[config.mk]
export PLATFORM = sky130hd
export DESIGN_NAME = dmem_arbiter_flat
export DESIGN_NICKNAME = d
export VERILOG_FILES = /design/src/rtl/dmem_arbiter_if.sv /design/src/rtl/dmem_arbiter.sv /design/src/flat_wrapper.sv
export SDC_FILE = /design/constraint.sdc
export NUM_CORES = 1
export LEC_CHECK = 0
export BUFFER_PORTS_ARGS = -buffer_cell sky130_fd_sc_hd__buf_2
export CAP_MARGIN = 10
export CORE_AREA = 2 2 122 124
export DETAILED_ROUTE_END_ITERATION = 16
export DIE_AREA = 0 0 124 126
export PLACE_DENSITY_LB_ADDON = 0.15
export SYNTH_ARGS = -nofsm -noshare
export SYNTH_HDL_FRONTEND = slang
export SYNTH_SLANG_ARGS = --single-unit
[constraint.sdc]
create_clock -name clk -period 3.7 [get_ports clk]
set_input_delay 0.74 -clock clk [delete_from_list [all_inputs] [get_ports clk]]
set_output_delay 0.74 -clock clk [all_outputs]
set_load 0.01 [all_outputs]
[src/rtl/dmem_arbiter_if.sv]
// Bundle of the two master ports and the data-memory port of dmem_arbiter.
// The arbiter connects through the slave modport; masters and memory sit on master.
interface dmem_arbiter_if;
  logic        m0_req;
  logic [4:0]  m0_ctrl;
  logic [31:0] m0_addr;
  logic [31:0] m0_wdata;
  logic        m0_gnt;
  logic        m0_rvalid;
  logic [31:0] m0_rdata;

  logic        m1_req;
  logic [4:0]  m1_ctrl;
  logic [31:0] m1_addr;
  logic [31:0] m1_wdata;
  logic        m1_gnt;
  logic        m1_rvalid;
  logic [31:0] m1_rdata;

  logic [4:0]  ram_ctrl;
  logic [31:0] ram_addr;
  logic [31:0] ram_wdata;
  logic [31:0] ram_rdata;

  modport slave (
    input  m0_req, m0_ctrl, m0_addr, m0_wdata,
    input  m1_req, m1_ctrl, m1_addr, m1_wdata,
    input  ram_rdata,
    output m0_gnt, m0_rvalid, m0_rdata,
    output m1_gnt, m1_rvalid, m1_rdata,
    output ram_ctrl, ram_addr, ram_wdata
  );

  modport master (
    output m0_req, m0_ctrl, m0_addr, m0_wdata,
    output m1_req, m1_ctrl, m1_addr, m1_wdata,
    output ram_rdata,
    input  m0_gnt, m0_rvalid, m0_rdata,
    input  m1_gnt, m1_rvalid, m1_rdata,
    input  ram_ctrl, ram_addr, ram_wdata
  );
endinterface

[src/rtl/dmem_arbiter.sv]
// Shares one data-memory port between the CPU (port 0, fixed priority) and a
// secondary master (port 1, protected by a starvation counter). Reads are
// tagged with their issuing port so the one-cycle-late data goes back to it.
module dmem_arbiter #(
  parameter int unsigned STARVE_LIMIT = 8
) (
  input  logic           clk,
  input  logic           rst_n,
  dmem_arbiter_if.slave  bus
);

  localparam logic [7:0] LIMIT = 8'(STARVE_LIMIT);

  typedef enum logic [1:0] {
    SEL_NONE,
    SEL_M0,
    SEL_M1
  } sel_e;

  sel_e        sel;
  logic [7:0]  starve_cnt_q, starve_cnt_d;
  logic        rd_pend_q, rd_pend_d;
  logic        rd_owner_q, rd_owner_d;
  logic [4:0]  sel_ctrl;
  logic [31:0] sel_addr;
  logic [31:0] sel_wdata;

  // The request enable bit is regenerated here, so the masters' copy is dropped.
  logic unused_ctrl_en;
  assign unused_ctrl_en = bus.m0_ctrl[0] ^ bus.m1_ctrl[0];

  // Arbitration: starved port 1 first, then port 0, then port 1; nothing in reset.
  always_comb begin
    sel = SEL_NONE;
    if (rst_n) begin
      if (bus.m1_req && (starve_cnt_q == LIMIT)) begin
        sel = SEL_M1;
      end else if (bus.m0_req) begin
        sel = SEL_M0;
      end else if (bus.m1_req) begin
        sel = SEL_M1;
      end
    end
  end

  // Route the winning request to memory and raise its grant.
  always_comb begin
    sel_ctrl   = '0;
    sel_addr   = '0;
    sel_wdata  = '0;
    bus.m0_gnt = 1'b0;
    bus.m1_gnt = 1'b0;
    case (sel)
      SEL_M0: begin
        sel_ctrl   = {bus.m0_ctrl[4:1], 1'b1};
        sel_addr   = bus.m0_addr;
        sel_wdata  = bus.m0_wdata;
        bus.m0_gnt = 1'b1;
      end
      SEL_M1: begin
        sel_ctrl   = {bus.m1_ctrl[4:1], 1'b1};
        sel_addr   = bus.m1_addr;
        sel_wdata  = bus.m1_wdata;
        bus.m1_gnt = 1'b1;
      end
      default: ;
    endcase
    bus.ram_ctrl  = sel_ctrl;
    bus.ram_addr  = sel_addr;
    bus.ram_wdata = sel_wdata;
  end

  // Next state: starvation count saturates at the limit, reads get tagged.
  always_comb begin
    starve_cnt_d = starve_cnt_q;
    if (!bus.m1_req || (sel == SEL_M1)) begin
      starve_cnt_d = '0;
    end else if (starve_cnt_q < LIMIT) begin
      starve_cnt_d = starve_cnt_q + 8'd1;
    end
    rd_pend_d  = (sel != SEL_NONE) && !sel_ctrl[1];
    rd_owner_d = (sel == SEL_M1);
  end

  // State registers.
  always_ff @(posedge clk or negedge rst_n) begin
    if (!rst_n) begin
      starve_cnt_q <= '0;
      rd_pend_q    <= 1'b0;
      rd_owner_q   <= 1'b0;
    end else begin
      starve_cnt_q <= starve_cnt_d;
      rd_pend_q    <= rd_pend_d;
      rd_owner_q   <= rd_owner_d;
    end
  end

  // Return read data only to the port that issued the read.
  always_comb begin
    bus.m0_rvalid = rd_pend_q && !rd_owner_q;
    bus.m1_rvalid = rd_pend_q && rd_owner_q;
    bus.m0_rdata  = bus.m0_rvalid ? bus.ram_rdata : '0;
    bus.m1_rdata  = bus.m1_rvalid ? bus.ram_rdata : '0;
  end

endmodule

[src/flat_wrapper.sv]
// flat-port wrapper written by rule: the top's interface ports become plain ports
module dmem_arbiter_flat 
#(
  parameter int unsigned STARVE_LIMIT = 8
)
  (clk, rst_n, bus_m0_req, bus_m0_ctrl, bus_m0_addr, bus_m0_wdata, bus_m1_req, bus_m1_ctrl, bus_m1_addr, bus_m1_wdata, bus_ram_rdata, bus_m0_gnt, bus_m0_rvalid, bus_m0_rdata, bus_m1_gnt, bus_m1_rvalid, bus_m1_rdata, bus_ram_ctrl, bus_ram_addr, bus_ram_wdata);
  dmem_arbiter_if bus_i ();
  input  logic clk;
  input  logic rst_n;
  input wire logic [$bits(bus_i.m0_req)-1:0] bus_m0_req;
  input wire logic [$bits(bus_i.m0_ctrl)-1:0] bus_m0_ctrl;
  input wire logic [$bits(bus_i.m0_addr)-1:0] bus_m0_addr;
  input wire logic [$bits(bus_i.m0_wdata)-1:0] bus_m0_wdata;
  input wire logic [$bits(bus_i.m1_req)-1:0] bus_m1_req;
  input wire logic [$bits(bus_i.m1_ctrl)-1:0] bus_m1_ctrl;
  input wire logic [$bits(bus_i.m1_addr)-1:0] bus_m1_addr;
  input wire logic [$bits(bus_i.m1_wdata)-1:0] bus_m1_wdata;
  input wire logic [$bits(bus_i.ram_rdata)-1:0] bus_ram_rdata;
  output wire logic [$bits(bus_i.m0_gnt)-1:0] bus_m0_gnt;
  output wire logic [$bits(bus_i.m0_rvalid)-1:0] bus_m0_rvalid;
  output wire logic [$bits(bus_i.m0_rdata)-1:0] bus_m0_rdata;
  output wire logic [$bits(bus_i.m1_gnt)-1:0] bus_m1_gnt;
  output wire logic [$bits(bus_i.m1_rvalid)-1:0] bus_m1_rvalid;
  output wire logic [$bits(bus_i.m1_rdata)-1:0] bus_m1_rdata;
  output wire logic [$bits(bus_i.ram_ctrl)-1:0] bus_ram_ctrl;
  output wire logic [$bits(bus_i.ram_addr)-1:0] bus_ram_addr;
  output wire logic [$bits(bus_i.ram_wdata)-1:0] bus_ram_wdata;
  assign bus_i.m0_req = bus_m0_req;
  assign bus_i.m0_ctrl = bus_m0_ctrl;
  assign bus_i.m0_addr = bus_m0_addr;
  assign bus_i.m0_wdata = bus_m0_wdata;
  assign bus_i.m1_req = bus_m1_req;
  assign bus_i.m1_ctrl = bus_m1_ctrl;
  assign bus_i.m1_addr = bus_m1_addr;
  assign bus_i.m1_wdata = bus_m1_wdata;
  assign bus_i.ram_rdata = bus_ram_rdata;
  assign bus_m0_gnt = bus_i.m0_gnt;
  assign bus_m0_rvalid = bus_i.m0_rvalid;
  assign bus_m0_rdata = bus_i.m0_rdata;
  assign bus_m1_gnt = bus_i.m1_gnt;
  assign bus_m1_rvalid = bus_i.m1_rvalid;
  assign bus_m1_rdata = bus_i.m1_rdata;
  assign bus_ram_ctrl = bus_i.ram_ctrl;
  assign bus_ram_addr = bus_i.ram_addr;
  assign bus_ram_wdata = bus_i.ram_wdata;
  dmem_arbiter #(.STARVE_LIMIT(STARVE_LIMIT)) u_core (.clk(clk), .rst_n(rst_n), .bus(bus_i));
endmodule
# Word level (Yosys, flattened, before mapping)
# Cells that the tools add are included.
# op_classes
reduce_logical	10
n_mux	13
eq_ne	3
add_sub_neg	1
order_cmp	1
# ops
operator	n
$pmux 32 s2	2
$mux 32	2
$mux 8	2
$pmux 5 s2	1
$add 8x1->8 const B	1
$eq 8x4->1 const B	1
$lt 8x4->1 const B	1
$mux 2	4
$logic_and 1x1->1	4
$reduce_bool 2->1	2
$logic_not 1->1	3
$eq 2x1->1 const B	1
$eq 2x2->1 const B	1
$mux 1	2
$logic_or 1x1->1	1
# totals
regBits	10
inputBits	174
output_inout_bits	137
word_cells	31

# Logic depth before layout (Yosys ltp)
# depth
word_depth	8
mapped_depth	11
ltp_nobuf	9

# Worst setup path before layout
# OpenSTA, ideal clock, no wires.
# synth_path
kind	register to output
startpoint	reg u_core.starve_cnt_q[7]
endpoint	out bus_ram_addr[0]
t_arrival_ns	2.566
path_buffers	2
slack_ns	0.394
required_ns	2.960
stages_incl_launch_ff	9
cell_sequence	dfrtp_1 > or4_4 > o21ai_0 > and3_1 > ha_1 > clkbuf_1 > buf_1 > a22oi_1 > nor2_1
# synth_via
elab_chain_len	6
elab_cells_between_ends	7
classes_between	eq/ne: 3; mux: 3; reduce/logical: 1
# synth_lines
element	line_no	source
start, declared	dmem_arbiter.sv:21	logic [7:0] starve_cnt_q, starve_cnt_d;
start signal, assigned	dmem_arbiter.sv:92	starve_cnt_q <= starve_cnt_d;
$eq 8x4->1 (*)	dmem_arbiter.sv:36	if (bus.m1_req && (starve_cnt_q == LIMIT)) begin
$logic_and 1x1->1 (*)	dmem_arbiter.sv:36	
$mux 2 (*)	dmem_arbiter.sv:36	
$mux 2 (*)	dmem_arbiter.sv:35	if (rst_n) begin
$eq 2x2->1 / $eq 2x1->1 (equally long branches)	dmem_arbiter.sv:53	case (sel)
$pmux 32 s2 (*)	dmem_arbiter.sv:53	
end, declared	flat_wrapper.sv:26	output wire logic [$bits(bus_i.ram_addr)-1:0] bus_ram_addr;
# Every way passes the cells marked *; elsewhere a longest branch is shown, timed or not.

# Worst setup path in the final report
# layout_path
startpoint	reg u_core.starve_cnt_q[7]
endpoint	out bus_ram_addr[10]
# Same word-level chain as after synthesis.

==> results by stage <==
Place:
- The cell area reported after detailed placement is roughly 3600 µm².
- Prior to clock tree synthesis, the placed netlist has a worst setup slack of 0.316 ns.
- After legalization and detailed placement, the total HPWL measured approximately 9 mm.
- At the end of routability-driven placement, the weighted congestion stood at between 0.8 and 0.9.
- Buffers placed on the I/O ports in this run total about 300.

Detailed routing:
- The wire length the detailed router placed on met1 is slightly below 4 mm.
- In this run, the number of DRC markers left after iteration 0 of detailed routing was 89.
- Summed over all nets, wire length on met3 after detailed routing comes to 1.05 mm.
- The number of vias per cell after detailed routing is between 4 and 5.
- The pre-antenna-repair detailed-routing pass consisted of 4 iterations.
- The residual DRC count is 0.
- Signal routing reaches up to met4.
- The total via count after detailed routing is between 3000 and 4000.
- After detailed routing, the average wire length per cell comes to approximately 14 µm.
- The wire length reported by the detailed router is roughly 11 mm.
- The count of nets left with antenna violations once routing finished came out at 0.
- The sum of met2 wire segment lengths after detailed routing is between 5 and 6 mm.

Synth:
- The average cell area after synthesis is 6.44 µm².
- The register bit total from synthesis is 10.
- The number of nets handed over by synthesis was roughly 460.
- Yosys printed 0 warnings.
- In this run the cell area of the synthesized design comes to roughly 1800 µm².
- For this run, the leading register cell type out of synthesis is sky130_fd_sc_hd__dfrtp_1.
- The post-synthesis instance total is 281.
- In this run, synthesis inferred 0 flip-flops with an integrated enable.
- The share of the yosys chip area belonging to registers is about 14%.
- In the synthesized netlist the async set-or-reset flop fraction comes to between 90% and 100%.
- The netlist uses 26 different library cells.

STA:
- The final-report max-slew violation count is 0.
- The time the final worst path needs with I/O delays and setup is roughly 3.4 ns.
- The accumulated negative setup slack is 0 ns.
- The hold violation count in the final report is 0.
- The worst setup skew after layout is 0.00162 ns.
- The final setup violation count is 0.
- Measured against its own limit, the worst slew margin works out to between 40% and 50%.
- The smallest setup slack after layout is roughly 0.31 ns.
- At the pin with the least slew margin, the transition time is 0.838 ns.
- Derived from the worst setup path, the maximum achievable clock frequency is 295 MHz.
- The final critical path takes up between 90% and 100% of the cycle.
- Setup repair after global routing left no endpoint under its margin.

Power:
- The completed layout was analyzed and its total power is ~0.00066 W.
- The total power divided by cell area is ~180 nW/µm².
- Cell internal power was estimated by the tool at approximately 0.00043 W.
- Combinational logic is responsible for between 40% and 50% of the overall power.
- The power spent charging and discharging nets is ~0.00023 W.
- The analysis attributes to cell leakage a power of 2.24 nW.
- The sequential group share of total power is approximately a fifth.
- The switching part of the total power is 34.6%.
- The worst vdd rail ir drop is ~0.00010 V.
- The part of the total power dissipated in the clock network is between 30% and 40%.

Global routing:
- After global routing the overflow that remains totals 0.
- The global-route wire length before repair is between 15 and 20 mm.
- The number of antenna violations at the first check in global routing is 0.
- The via count of the first global-routing pass is 2907.
- The largest net degree at the start of global routing is 70.
- The total routing usage reported by global routing is roughly 12%.

Die:
- The site row count is 44.
- The number of primary I/O pins is around 310.
- The area of the core is 14300 µm².
- The floorplan die area is roughly 16000 µm².
- The die boundary width is between 100 and 150 µm.
- The effective utilization at floorplan is approximately an eighth.
- The die span in y is 126 µm.

Setup path:
- Data on the critical path arrives at its endpoint at around 2.7 ns.
- The type of the setup path with the least slack is flop to primary output.
- The delay contributed by the slowest stage of the critical path is approximately 0.58 ns.
- The nature of the critical path startpoint is a flop.
- The setup check on the worst reg-to-reg path leaves a slack of between 1 and 1.5 ns.
- The largest fanout of any net on the critical path is 34.
- Among all stages on the critical path, the largest delay is contributed by sky130_fd_sc_hd__or4_4.
- Traced cell by cell, the critical path runs through or4_4 > o21ai_1 > and3_1 > ha_4 > buf_12 > a22oi_1 > nor2_1 > buf_2.
- The top cell family by delay on the critical path is simple AND/OR/NAND/NOR gates.
- The number of buffers and inverters on the critical path is 2.
- The type of destination of the critical path is a primary output.
- The data required time at the worst endpoint is just under 3 ns.

Layout:
- The repair_antennas step left the layout with diodes totalling 0.
- Across the whole layout, storage elements account for about 250 µm².
- The layout filler cell count is approximately 1700.
- The post-route cell area is 3660 µm².
- In the final design database the tool counted roughly 750 nets.
- Cells with a size suffix above 1 make up between 50% and 60% of the layout.
- The layout overhead on the synthesized area is 102%.
- The combined area of the multi-input logic cells is roughly 1400 µm².
- The end-of-flow core utilization is 25.6%.

CTS:
- CTS saw 10 sinks.
- The number of levels the H-tree was split into is 1.
- The clock slew at the register clock pins of the worst setup and hold paths is roughly 0.04 ns.
- TritonCTS built the clock tree.
- The cell chosen for the clock root is sky130_fd_sc_hd__clkbuf_16.
- In this run the deepest clock path goes through 2 buffers.
- The clock latency on the worst-skew pair is 0.24 ns.
- The CTS buffer count is 3.
- The number of hold-repair buffers added at the cts stage is 0.

Status:
- The run finished with clean final reports.

Min path:
- The type of the most critical hold path is primary input to asynchronous set/reset pin.

Flow run:
- Max-cap violations in this run came to 0.
-- synthesized netlist by cell type (2+ instances only) --
library cell               number  area (µm²)
sky130_fd_sc_hd__a21oi_1        2        10.0
sky130_fd_sc_hd__a22oi_1       68         510
sky130_fd_sc_hd__and2_1        36         225
sky130_fd_sc_hd__and3_1        33         206
sky130_fd_sc_hd__buf_1          3        11.3
sky130_fd_sc_hd__clkbuf_1      29         109
sky130_fd_sc_hd__dfrtp_1       10         250
sky130_fd_sc_hd__ha_1           6        75.1
sky130_fd_sc_hd__inv_1          4        15.0
sky130_fd_sc_hd__nor2_1        71         267
sky130_fd_sc_hd__nor2b_1        2        12.5
sky130_fd_sc_hd__o21ai_0        3        15.0
-- power by group through the flow --
| stage | combinational [W] | clock, W | sequential (W) |
|---|---|---|---|
| detailed placement | 0.000320 | 0 | 0.000129 |
| floorplan | 0.000146 | 0 | 0.000119 |
| global route | 0.000352 | 0.000224 | 0.000128 |
| CTS | 0.000321 | 0.000219 | 0.000127 |
| global placement | 0.000317 | 0 | 0.000128 |
| finish | 0.000317 | 0.000215 | 0.000126 |
-- layer usage --
metal | up-vias | track usage (%)
met5 | - | 0
met4 | 0 | 2.25
met3 | 8 | 3.03
met2 | 175 | 24.4
met1 | 1462 | 13.3
li1 | 1573 | -
-- stage by stage --
stage,hold WS (ns),instances
floorplan,0.444,281
global placement,0.497,747
detailed placement,0.507,747
CTS,0.460,751
global route,0.483,751
finish,0.455,751
-- sequential cells by signal, indices dropped and copies added (netlist names) --
signal / cells
u_core.starve_cnt_q: 8
u_core.rd_owner_q: 1
u_core.rd_pend_q: 1
-- layout by cell type (no fill, tap or decap), types with 3 or more instances in the layout --
master                        n
sky130_fd_sc_hd__clkbuf_16    3
sky130_fd_sc_hd__buf_12       4
sky130_fd_sc_hd__buf_2      308
sky130_fd_sc_hd__a22oi_1     68
sky130_fd_sc_hd__inv_1        4
sky130_fd_sc_hd__dfrtp_1     10
sky130_fd_sc_hd__ha_1         4
sky130_fd_sc_hd__and2_1      36
sky130_fd_sc_hd__nor2_1      71
sky130_fd_sc_hd__and3_1      33
-- logic make-up after synthesis --
logic type | synth area share, %
AOI/OAI and AO/OA | 30.5
adders and majority gates | 4.15
DFF | 13.8
and+or+nand+nor | 44.1
buffers and inverters | 7.47
-- timing repair --
action                                 4_1_cts  5_1_grt
endpoints found under the hold margin        0        0
buffers inserted                             0        0
resized for setup                            0        2
setup endpoints to repair                    0       57
-- path summary, 6_finish.rpt --
kind,endpoint,from,cells past startpoint
max in group asynchronous,u_core.starve_cnt_q[7]$_DFFE_PN0P_,rst_n,2
setup reg to reg,u_core.rd_pend_q$_DFF_PN0_,u_core.starve_cnt_q[7]$_DFFE_PN0P_,7
hold / removal,u_core.starve_cnt_q[0]$_DFFE_PN0P_,rst_n,2
min in group clk,u_core.starve_cnt_q[4]$_DFFE_PN0P_,u_core.starve_cnt_q[4]$_DFFE_PN0P_,1
hold reg to reg,u_core.starve_cnt_q[4]$_DFFE_PN0P_,u_core.starve_cnt_q[4]$_DFFE_PN0P_,1
setup / recovery,bus_ram_addr[10],u_core.starve_cnt_q[7]$_DFFE_PN0P_,8
-- area by class of cell --
cell class                      count  share of cell area, %
Clock buffer                        4                   2.43
Timing Repair Buffer              314                   44.7
Multi-Input combinational cell    235                   39.3
Inverter                            4                  0.410
Sequential cell                    10                   6.84
Tap cell                          184                   6.29
Note: power is estimated with default switching activity, not from simulation.
